File: src/rtl/alu_dispatch.sv
// ALU dispatch: registered one-hot unit enables with per-unit occupancy tracking.
// Multi-cycle units hold off new requests until their occupancy counter drains.

module alu_occ_ctr #(
  parameter int CYCLES = 4
) (
  input  logic clk,
  input  logic rst,
  input  logic flush,
  input  logic load,
  output logic busy
);
  logic [7:0] cnt;

  always_ff @(posedge clk or negedge rst) begin
    if (!rst)              cnt <= '0;
    else if (flush)        cnt <= '0;
    else if (load)         cnt <= 8'(CYCLES);
    else if (cnt != 8'd0)  cnt <= cnt - 8'd1;
  end

  assign busy = (cnt != 8'd0);
endmodule

module alu_dispatch #(
  parameter  int FUN_WIDTH = 2,
  localparam int NUM_UNITS = 2**FUN_WIDTH,
  parameter  logic [NUM_UNITS-1:0] MULTI_MASK = '0,
  parameter  int MULTI_CYCLES = 4
) (
  input  logic                 clk,
  input  logic                 rst,
  input  logic                 in_valid,
  input  logic [FUN_WIDTH-1:0] alu_fun,
  input  logic                 flush,
  output logic                 in_ready,
  output logic [NUM_UNITS-1:0] unit_en,
  output logic [NUM_UNITS-1:0] unit_busy,
  output logic [FUN_WIDTH-1:0] fun_q
);
  logic                 accept;
  logic [NUM_UNITS-1:0] en_d;

  // flush and reset both gate ready, so accept is already suppressed under either
  assign in_ready = ~unit_busy[alu_fun] & ~flush & rst;
  assign accept   = in_valid & in_ready;

  for (genvar k = 0; k < NUM_UNITS; k++) begin : g_unit
    assign en_d[k] = accept && (alu_fun == FUN_WIDTH'(k));
    if (MULTI_MASK[k]) begin : g_multi
      alu_occ_ctr #(.CYCLES(MULTI_CYCLES)) u_ctr (
        .clk   (clk),
        .rst   (rst),
        .flush (flush),
        .load  (en_d[k]),
        .busy  (unit_busy[k])
      );
    end else begin : g_single
      assign unit_busy[k] = 1'b0;
    end
  end

  always_ff @(posedge clk or negedge rst) begin
    if (!rst) begin
      unit_en <= '0;
      fun_q   <= '0;
    end else begin
      unit_en <= en_d;
      if (accept) fun_q <= alu_fun;
    end
  end
endmodule

File: config.mk
export PLATFORM = sky130hd
export DESIGN_NAME = alu_dispatch
export DESIGN_NICKNAME = d
export VERILOG_FILES = /design/src/rtl/alu_dispatch.sv
export SDC_FILE = /design/constraint.sdc
export NUM_CORES = 1
export LEC_CHECK = 0
export ABC_AREA = 1
export CORE_AREA = 3 3 40 42
export CTS_BUF_LIST = sky130_fd_sc_hd__clkbuf_4 sky130_fd_sc_hd__clkbuf_8
export CTS_CLUSTER_DIAMETER = 150
export DETAILED_ROUTE_END_ITERATION = 12
export DIE_AREA = 0 0 43 45
export PLACE_DENSITY = 0.56
export SYNTH_ARGS = -nofsm -noshare
export SYNTH_HDL_FRONTEND = slang
export SYNTH_SLANG_ARGS = --single-unit
File: constraint.sdc
create_clock -name clk -period 1.2 [get_ports clk]
set_clock_uncertainty 0.2 [all_clocks]
set_input_delay 0.18 -clock clk [delete_from_list [all_inputs] [get_ports clk]]
set_output_delay 0.18 -clock clk [all_outputs]
set_load 0.005 [all_outputs]
==> flow_summary.toml <==
[outcome]
outcome = "complete, no violations"

[setup_path]
critical_path.slowest_cell = "dfrtp_1"
cp.arrival_ps = 800
crit_fanout = 1
cp-end-kind = "primary output"
cpPeakStageDelay_ps = 360
path_cells = "clkdlybuf4s15_1"
crit_type = "flop to primary output"
startpoint_type = "flop"
required_ps = 820
crit_buf_inv = 1
crit_start = "unit_en[3]"
r2r_start = "fun_q[1]"
crit_family = "flip-flops"

[floorplanning]
die_h_um = 45
die_area_um2 = 1940
start_util_pct = 21.0
core_area_um2 = 1280
rows = 13
pin_count = 17
chipWidth_um = 43

[global_routing]
grt_pass1_wl_um = 945
antenna_found_initial = 0
overflow = 0
grt_pass1_vias = 227
grt_max_degree = 7
grt_usage_pct = 7.39

[drt]
final_antenna_net_count = 0
num_vias = 242
drc = 0
wl_um = 590
vias_per_cell = 3.72
drt_iter0_markers = 6
dr.pass1.iters = 4
wl_per_cell_um = 9.08

[cts]
cts_inserted_buffers = 3
cts_tree = "built"
root_buffer = "clkbuf_4"
clkTransAtPathRegs_ps = 50
clockBufferDepth = 2
clk_latency_ps = 240
cts_max_level = 1
clock_sinks = 6

[synth]
netlist_instances = 31
synth.area.top_cells = "dfrtp_1 (56%), buf_4 (11%), nand2_1 (11%), nor2_1 (6.9%), inv_1 (5.6%)"
ys_types = 8
synth.avg_cell_area_um2 = 8.72
synthDominantCellAreaShare_pct = 55.6
ys_seq_area_share_pct = 55.6
synth.cell_area_um2 = 270
synth-seq-cells = 6
synth-warning-count = 0
synth_top_cell_by_area = "dfrtp_1"

[finish]
seqCellArea_um2 = 150
fin_cells = 65
area_growth_pct = 59.3
final_util_pct = 33.5
diodes = 0
fillers = 156
layout.nets = 58
drive_above_1_share_pct = 24.0
final_area_um2 = 430
multi_input_area_um2 = 86.3

[sta]
setup_viol = 0
slew_violations = 0
setup_slack_ps = 21.8
layout_min_cycle_time_ps = 1180
max_freq_mhz = 849
fin_crit_sh_pct = 98.2
finalHoldViolations = 0
grt_setup_unrepaired = "no"

[hold_path]
hp-start = "flush"
hold_path.class = "primary input to flop"

[power_and_ir_drop]
total_power_mw = 0.495
leakage_nw = 0.243
powerDensity_nw_per_um2 = 1150
ir_worst_vdd_uv = 317

[place]
gp_congestion = 0.744
dpl_worst_slack_ps = -480
place_area_um2 = 420
dp_hpwl_um = 442
port_buffers = 12
place_inst = 61

[job]
cap_violations = 0
power by group:
group | switching, mW | internal (mW)
combinational | 0.0376 | 0.0457
clock | 0.0770 | 0.113
sequential | 0.00558 | 0.216
cell type report:
type,count,share of cell area [%]
Timing Repair Buffer,17,32.0
Inverter,4,3.49
Multi-Input combinational cell,20,20.1
Sequential cell,6,34.9
Tap cell,15,4.36
Clock buffer,3,5.23
per-layer routing:
layer	share of wire (%)	vias to the layer above	GRT usage, %
met5	0	-	0
met4	5.3	0	9.04
met3	11	5	3.59
met2	42	14	8.38
met1	42	99	8.91
li1	-	124	-
worst paths after layout:
| check | cells past startpoint | slack, ps | to |
|---|---|---|---|
| worst max-delay path | 1 | 20 | unit_en[3] |
| worst min-delay path | 5 | 250 | fun_q[1] |
| worst max register to register | 3 | 310 | fun_q[1] |
| worst min register to register | 2 | 270 | fun_q[0] |
| max in group asynchronous | 3 | 190 | unit_en[3] |
| min in group asynchronous | 3 | 400 | fun_q[0] |
synthesized netlist by cell type, drive strengths merged:
library cell and number:
nand2 8, dfrtp 6, nor2 5, buf 4
inv 4, nand4 2, conb 1, nand3 1
through the flow:
| stage | TNS [ps] | hold WS [ps] |
|---|---|---|
| global route | 0 | 297 |
| detailed placement | -1820 | 267 |
| global placement | -1890 | 267 |
| floorplan | 0 | -316 |
| finish | 0 | 250 |
| CTS | 0 | 252 |
layout by cell type (no fill, tap or decap), drive strengths merged:
cell           Yosys  layout
nand3              1       1
clkdlybuf4s15      0       3
nor2               5       5
dfrtp              6       6
buf                4       6
dlygate4sd2        0       2
nand4              2       2
nand2              8       8
conb               1       4
dlygate4sd3        0       1
clkdlybuf4s50      0       3
clkbuf             0       5
inv                4       4
cells by family after synthesis:
family	count (synthesis)	synth area share, %
buffers and inverters	8	16.7
DFF	6	55.6
other	1	1.39
and+or+nand+nor	16	26.4
sequential cells by signal, summed over array words and instances (netlist names):
| register | count |
|---|---|
| fun_q | 2 |
| unit_en | 4 |
what timing repair did:
| item | 4_1_cts | 5_1_grt |
|---|---|---|
| endpoints found under the hold margin | 6 | 0 |
| gates resized for setup | 19 | 3 |
| endpoints found under the setup margin | 9 | 3 |
| setup buffers | 0 | 0 |
| hold buffers | 1 | 0 |
(Power assumes the default switching activity.)
